===== src/rtl/fp_addsub_seq.sv =====
// Multi-cycle floating-point adder/subtractor: load/swap, serial align, add, normalise.
// Optional round-to-nearest-even stage enabled by the FP_ROUND_EN macro.
module fp_addsub_seq #(
   parameter int unsigned EW = 7,
   parameter int unsigned MW = 14
) (
   input  logic          clk,
   input  logic          rst_n,
   input  logic          start,
   input  logic          sub,
   input  logic          a_sign,
   input  logic [EW-1:0] a_exp,
   input  logic [MW-1:0] a_mant,
   input  logic          b_sign,
   input  logic [EW-1:0] b_exp,
   input  logic [MW-1:0] b_mant,
   output logic          busy,
   output logic          done,
   output logic          r_sign,
   output logic [EW-1:0] r_exp,
   output logic [MW-1:0] r_mant,
   output logic          ovf,
   output logic          unf
);

   localparam int unsigned XW = MW + 4;
   localparam int unsigned SW = MW + 5;
   localparam int unsigned EX = EW + 1;
   localparam int unsigned DW = $clog2(MW + 4);
   localparam logic [EW-1:0]        ZEXP  = {1'b1, {(EW-1){1'b0}}};
   localparam logic [EW-1:0]        EMAXE = {1'b0, {(EW-1){1'b1}}};
   localparam logic signed [EX-1:0] EMAX  = {2'b00, {(EW-1){1'b1}}};
   localparam logic signed [EX-1:0] EMIN  = {2'b11, {(EW-1){1'b0}}};

   typedef enum logic [2:0] {
      S_IDLE, S_LOAD, S_ALIGN, S_ADD, S_NORM, S_ROUND, S_DONE
   } state_t;

   state_t                 r_state;
   logic                   r_as, r_bs, r_xs, r_ys;
   logic [EW-1:0]          r_ae, r_be;
   logic [MW-1:0]          r_am, r_bm;
   logic [XW-1:0]          r_xm, r_ym;
   logic signed [EX-1:0]   r_xe, r_e;
   logic [DW-1:0]          r_d;
   logic [SW-1:0]          r_m;

   logic                   w_az, w_bz, w_swap;
   logic [XW-1:0]          w_axm, w_bxm;
   logic signed [EX-1:0]   w_aex, w_bex, w_ne;
   logic [EX-1:0]          w_diff;
   logic [DW-1:0]          w_dcap;
   logic [SW-1:0]          w_sum, w_nm;
   logic                   w_normd, w_zero, w_fin, w_ovf, w_unf, w_fs;
   logic [EW-1:0]          w_fe;
   logic [MW-1:0]          w_fm;
`ifdef FP_ROUND_EN
   logic                   w_rup;
   logic [MW+1:0]          w_rs;
`endif

   // Operand preparation, working-value update and result formatting
   always_comb begin
      w_az   = (r_ae == ZEXP);
      w_bz   = (r_be == ZEXP);
      w_axm  = w_az ? '0 : {1'b1, r_am, 3'b000};
      w_bxm  = w_bz ? '0 : {1'b1, r_bm, 3'b000};
      w_aex  = {r_ae[EW-1], r_ae};
      w_bex  = {r_be[EW-1], r_be};
      w_swap = (w_bex > w_aex) || ((w_bex == w_aex) && (w_bxm > w_axm));
      w_diff = w_swap ? EX'(w_bex - w_aex) : EX'(w_aex - w_bex);
      if (w_az || w_bz)
         w_dcap = '0;
      else if (w_diff > EX'(MW + 3))
         w_dcap = DW'(MW + 3);
      else
         w_dcap = DW'(w_diff);

      w_sum = (r_xs == r_ys) ? ({1'b0, r_xm} + {1'b0, r_ym})
                             : ({1'b0, r_xm} - {1'b0, r_ym});

      w_nm = r_m;
      w_ne = r_e;
`ifdef FP_ROUND_EN
      w_rup = r_m[2] & (r_m[1] | r_m[0] | r_m[3]);
      w_rs  = {1'b0, r_m[SW-2:3]} + (MW+2)'(w_rup);
`endif
      case (r_state)
         S_ADD: begin
            w_nm = w_sum;
            w_ne = r_xe;
         end
         S_NORM: begin
            if (r_m[SW-1]) begin
               w_nm = {1'b0, r_m[SW-1:2], r_m[1] | r_m[0]};
               w_ne = r_e + EX'(1);
            end else begin
               w_nm = {r_m[SW-2:0], 1'b0};
               w_ne = r_e - EX'(1);
            end
         end
`ifdef FP_ROUND_EN
         // A rounding carry yields 10.00..0, renormalised here
         S_ROUND: begin
            if (w_rs[MW+1]) begin
               w_nm = {1'b0, w_rs[MW+1:1], 3'b000};
               w_ne = r_e + EX'(1);
            end else begin
               w_nm = {1'b0, w_rs[MW:0], 3'b000};
            end
         end
`endif
         default: ;
      endcase

      w_normd = ~w_nm[SW-1] & w_nm[SW-2];
      w_zero  = (r_state == S_ADD) && (w_sum == '0);
`ifdef FP_ROUND_EN
      w_fin   = w_zero || (r_state == S_ROUND);
`else
      w_fin   = w_zero || (((r_state == S_ADD) || (r_state == S_NORM)) && w_normd);
`endif

      w_ovf = 1'b0;
      w_unf = 1'b0;
      w_fs  = r_xs;
      w_fe  = w_ne[EW-1:0];
      w_fm  = w_nm[SW-3:3];
      if (w_zero) begin
         w_fs = 1'b0;
         w_fe = ZEXP;
         w_fm = '0;
      end else if (w_ne > EMAX) begin
         w_ovf = 1'b1;
         w_fe  = EMAXE;
         w_fm  = '1;
      end else if (w_ne <= EMIN) begin
         w_unf = 1'b1;
         w_fs  = 1'b0;
         w_fe  = ZEXP;
         w_fm  = '0;
      end
   end

   // Sequencer, datapath registers and registered outputs
   always_ff @(posedge clk or negedge rst_n) begin
      if (!rst_n) begin
         r_state <= S_IDLE;
         r_as    <= 1'b0;
         r_bs    <= 1'b0;
         r_ae    <= '0;
         r_be    <= '0;
         r_am    <= '0;
         r_bm    <= '0;
         r_xs    <= 1'b0;
         r_ys    <= 1'b0;
         r_xm    <= '0;
         r_ym    <= '0;
         r_xe    <= '0;
         r_e     <= '0;
         r_d     <= '0;
         r_m     <= '0;
         busy    <= 1'b0;
         done    <= 1'b0;
         r_sign  <= 1'b0;
         r_exp   <= '0;
         r_mant  <= '0;
         ovf     <= 1'b0;
         unf     <= 1'b0;
      end else begin
         case (r_state)
            S_IDLE: begin
               if (start) begin
                  r_as    <= a_sign;
                  r_ae    <= a_exp;
                  r_am    <= a_mant;
                  r_bs    <= b_sign ^ sub;
                  r_be    <= b_exp;
                  r_bm    <= b_mant;
                  busy    <= 1'b1;
                  r_state <= S_LOAD;
               end
            end
            S_LOAD: begin
               if (w_swap) begin
                  r_xs <= r_bs;
                  r_xe <= w_bex;
                  r_xm <= w_bxm;
                  r_ys <= r_as;
                  r_ym <= w_axm;
               end else begin
                  r_xs <= r_as;
                  r_xe <= w_aex;
                  r_xm <= w_axm;
                  r_ys <= r_bs;
                  r_ym <= w_bxm;
               end
               r_d     <= w_dcap;
               r_state <= (w_dcap == '0) ? S_ADD : S_ALIGN;
            end
            S_ALIGN: begin
               r_ym <= {1'b0, r_ym[XW-1:2], r_ym[1] | r_ym[0]};
               r_d  <= r_d - DW'(1);
               if (r_d == DW'(1))
                  r_state <= S_ADD;
            end
            S_ADD, S_NORM: begin
               r_m <= w_nm;
               r_e <= w_ne;
`ifdef FP_ROUND_EN
               r_state <= w_normd ? S_ROUND : S_NORM;
`else
               r_state <= S_NORM;
`endif
            end
            S_DONE: begin
               done    <= 1'b0;
               r_state <= S_IDLE;
            end
            default: r_state <= S_IDLE;
         endcase

         // Completion overrides the transition chosen above
         if (w_fin) begin
            r_sign  <= w_fs;
            r_exp   <= w_fe;
            r_mant  <= w_fm;
            ovf     <= w_ovf;
            unf     <= w_unf;
            done    <= 1'b1;
            busy    <= 1'b0;
            r_state <= S_DONE;
         end
      end
   end

endmodule

===== config.mk =====
export PLATFORM = sky130hd
export DESIGN_NAME = fp_addsub_seq
export DESIGN_NICKNAME = d
export VERILOG_FILES = /design/src/rtl/fp_addsub_seq.sv
export SDC_FILE = /design/constraint.sdc
export NUM_CORES = 1
export LEC_CHECK = 0
export ABC_AREA = 0
export CELL_PAD_IN_SITES_DETAIL_PLACEMENT = 0
export CELL_PAD_IN_SITES_GLOBAL_PLACEMENT = 1
export CORE_MARGIN = 2
export CORE_UTILIZATION = 46
export CTS_CLUSTER_SIZE = 8
export DETAILED_ROUTE_END_ITERATION = 10
export PLACE_DENSITY_LB_ADDON = 0.1
export SLEW_MARGIN = 10
export SYNTH_ARGS = -nofsm -noshare
export SYNTH_HDL_FRONTEND = slang
export SYNTH_SLANG_ARGS = --single-unit

===== constraint.sdc =====
create_clock -name clk -period 5.2 [get_ports clk]
set_input_delay 0.52 -clock clk [delete_from_list [all_inputs] [get_ports clk]]
set_output_delay 0.52 -clock clk [all_outputs]
set_load 0.02 [all_outputs]

==> metrics.txt, run 1 <==
status=finished clean; Worst Setup End Kind=flop; Final Hold Fails=0; Std-Cell Rows=52; WHS=215 ps; Placer Congestion=0.856; die area=21700 um2; r2r startpoint=r_ym[6]$_DFFE_PN0P_; CP Data Arrival Time=5050 ps; Total Routing Usage GR=23.0%; unrepaired setup endpoints after global routing=false; final period utilization=91.3%; critical path required time=5500 ps; port bufs=73; H-tree levels=4; final HPWL from detailed placement=17500 um; Clock Pin Slew Worst Setup and Hold Paths=70 ps; synth warn=0; I/O pins=74; most common library cells after synthesis=dfrtp_1 (147), nand2_1 (88), o21ai_0 (86), a21oi_1 (73), nor2_1 (71); post-route cell area=11100 um2; Clock Tree Buf Depth=2; Clk Latency, worst-skew pair=430 ps; pin count of the biggest net entering global routing=101; Setup CP Type=reg2reg; Die Y-Extent=147 um; post-synth cell types=85; actual slew at the worst max-slew pin=932 ps; Synth area leader=dfrtp_1; CP startpoint kind=flop; sequential fraction of the synthesis area=39.0%; fillcell total=1864; layout cells sized above 1=11.5%; clock skew=15.2 ps; DR WL/cell=17.7 um; initial DRC count=526; max-cap viol count=0; antenna violations before repair=0; R2R Setup Slk=450 ps; TNS Setup=0 ps; worst min-delay path category=in2async; vias in the first global route=7591; max_slew headroom=37.9%; area grow syn2layout=17.3%; top-count cell post-synth=dfrtp_1; Synth Cell Area=9440 um2; Worst path most repeated cell=o2111ai_1; final WL=23800 um; max incr delay on CP=600 ps; pre-CTS setup slack=153 ps; DR vias=7721; global-route wire length before repair=39800 um; top cells by area, synth=dfrtp_1 (39%), ha_1 (7.2%), o21ai_0 (4.6%); syn_area_per_cell=9.39 um2; Post-synth EDFFs=0; syn nets=1111; CTS tree=done; # DRC=0; FF+latch count, synth=147; Top FF cell, synth=dfrtp_1; final setup fails=0; post-synth top area share=39.0%; nets@finish=1173; asr flop ratio synth=100%; Root Buffer=clkbuf_16; # clock sinks=147; Core Region=20200 um2; DR pass1 iterations=5; remaining global-route overflow=0; Avg Vias per Cell=5.72; Tmin final=4750 ps; min setup slack post-route=453 ps; path depth of the worst reg2reg path=18; CP max stage cell=or4_4; R2R Path End=r_exp[0]$_DFFE_PN0N_; initial core utilization=46.8%; ANT nets after route=0; Max Fclk=211 MHz; cell count after synthesis=1005; Pins Over Slew Limit=0; Antenna Cells=0; Num CTS Buffers=17; die extent in x=147 um; Placement Cell Area=10400 um2; Max FO, Critical Path=19; CP Cell Sequence=or4_4, nor3_1, nand2b_1, nor2_1, nand2_1, nor3_2, a21oi_1, xor2_1, ha_1, inv_1, a2111oi_2, o2111ai_1, nand4bb_1, a2111oi_4, o2111ai_1, nor4_4, a21oi_4, o2bb2ai_1
-- stage by stage --
step / instances / utilization, %
2_1_floorplan: 1005 / -
3_3_place_gp: 1315 / 51.7
3_5_place_dp: 1315 / 51.7
4_1_cts: 1346 / 54.6
5_1_grt: 1349 / 54.9
6_report: 1349 / 54.9
-- registers in the layout, indices dropped and copies added (netlist names), 7 cells and up --
signal / cells
r_m: 19
r_exp: 7
r_am: 14
r_mant: 14
r_ae: 7
r_e: 8
r_xm: 15
r_ym: 18
r_bm: 14
r_xe: 7
r_be: 7
-- cells in the final DEF (no fill, tap or decap), types with 20 or more instances in the layout --
cell type / instances
o21ai_0: 86
buf_4: 20
nor3_1: 28
nand2_1: 88
mux2_2: 30
mux2i_1: 22
nor2b_1: 21
nor2_1: 71
ha_1: 54
inv_1: 46
a21oi_1: 73
a22oi_1: 21
clkdlybuf4s50_1: 72
dfrtp_1: 147
-- worst max-delay path by stage --
stage,endpoint,cells past startpoint,slack (ps),from
floorplan,r_mant[2]$_DFFE_PN0N_,19,840,r_ym[6]$_DFFE_PN0P_
global placement,r_mant[10]$_DFFE_PN0N_,17,320,r_ym[6]$_DFFE_PN0P_
detailed placement,r_mant[4]$_DFFE_PN0N_,17,150,r_ym[6]$_DFFE_PN0P_
CTS,r_mant[4]$_DFFE_PN0N_,17,120,r_ym[6]$_DFFE_PN0P_
global route,r_exp[2]$_DFFE_PN0N_,18,80,r_ym[6]$_DFFE_PN0P_
finish,r_exp[0]$_DFFE_PN0N_,18,450,r_ym[6]$_DFFE_PN0P_
-- cell families (layout without fill, tap and decap cells) --
group                    after synthesis  after routing  synth area share [%]
multiplexers                          52             52                  5.91
AO/OA/AOI/OAI                        320            320                  23.6
buffers and inverters                 97            171                  4.16
XOR/XNOR                              31             31                  2.88
adder cells (fa/ha/maj)               58             58                  8.01
flip-flops                           147            147                  39.0
AND/OR/NAND/NOR                      300            300                  16.4
-- metal layers --
layer,share of wire [%],global-route usage [%]
met5,0,0
met4,2.0,7.26
met3,3.3,3.54
met2,48,37.3
met1,47,31.9
-- repair_timing --
| item | in CTS | in global routing |
|---|---|---|
| setup buffers | 0 | 3 |
| endpoints found under the hold margin | 0 | 0 |
| gates resized for setup | 0 | 4 |
| setup endpoints to repair | 0 | 27 |
| hold buffers | 0 | 0 |
-- worst max-delay path: cells and delay by family, from the launching register on --
kind	cells	cell delay (ps)
AND/OR/NAND/NOR	8	1960
AO/OA/AOI/OAI	7	1600
flip-flops	1	420
adder cells (fa/ha/maj)	1	380
XOR/XNOR	1	150
buffers and inverters	1	120
-- cell type report --
| class | count | area [um2] | area share, % |
|---|---|---|---|
| Clock buffer | 18 | 439 | 3.97 |
| Sequential cell | 147 | 3680 | 33.2 |
| Tap cell | 270 | 338 | 3.05 |
| Clock inverter | 13 | 150 | 1.36 |
| Timing Repair Buffer | 93 | 882 | 7.97 |
| Multi-Input combinational cell | 761 | 5410 | 48.8 |
| Inverter | 47 | 176 | 1.59 |
Power of run 1 is not shown: default switching activity piles up to over one toggle a cycle in this logic, so the estimate is an artifact.
==> run 2: changes to the inputs <==
CAP_MARGIN = 20   (was default)
==> results of run 2 <==
The final DEF is identical to that of run 1; final timing and power are the same.
Power of run 2 is left out for the same reason.
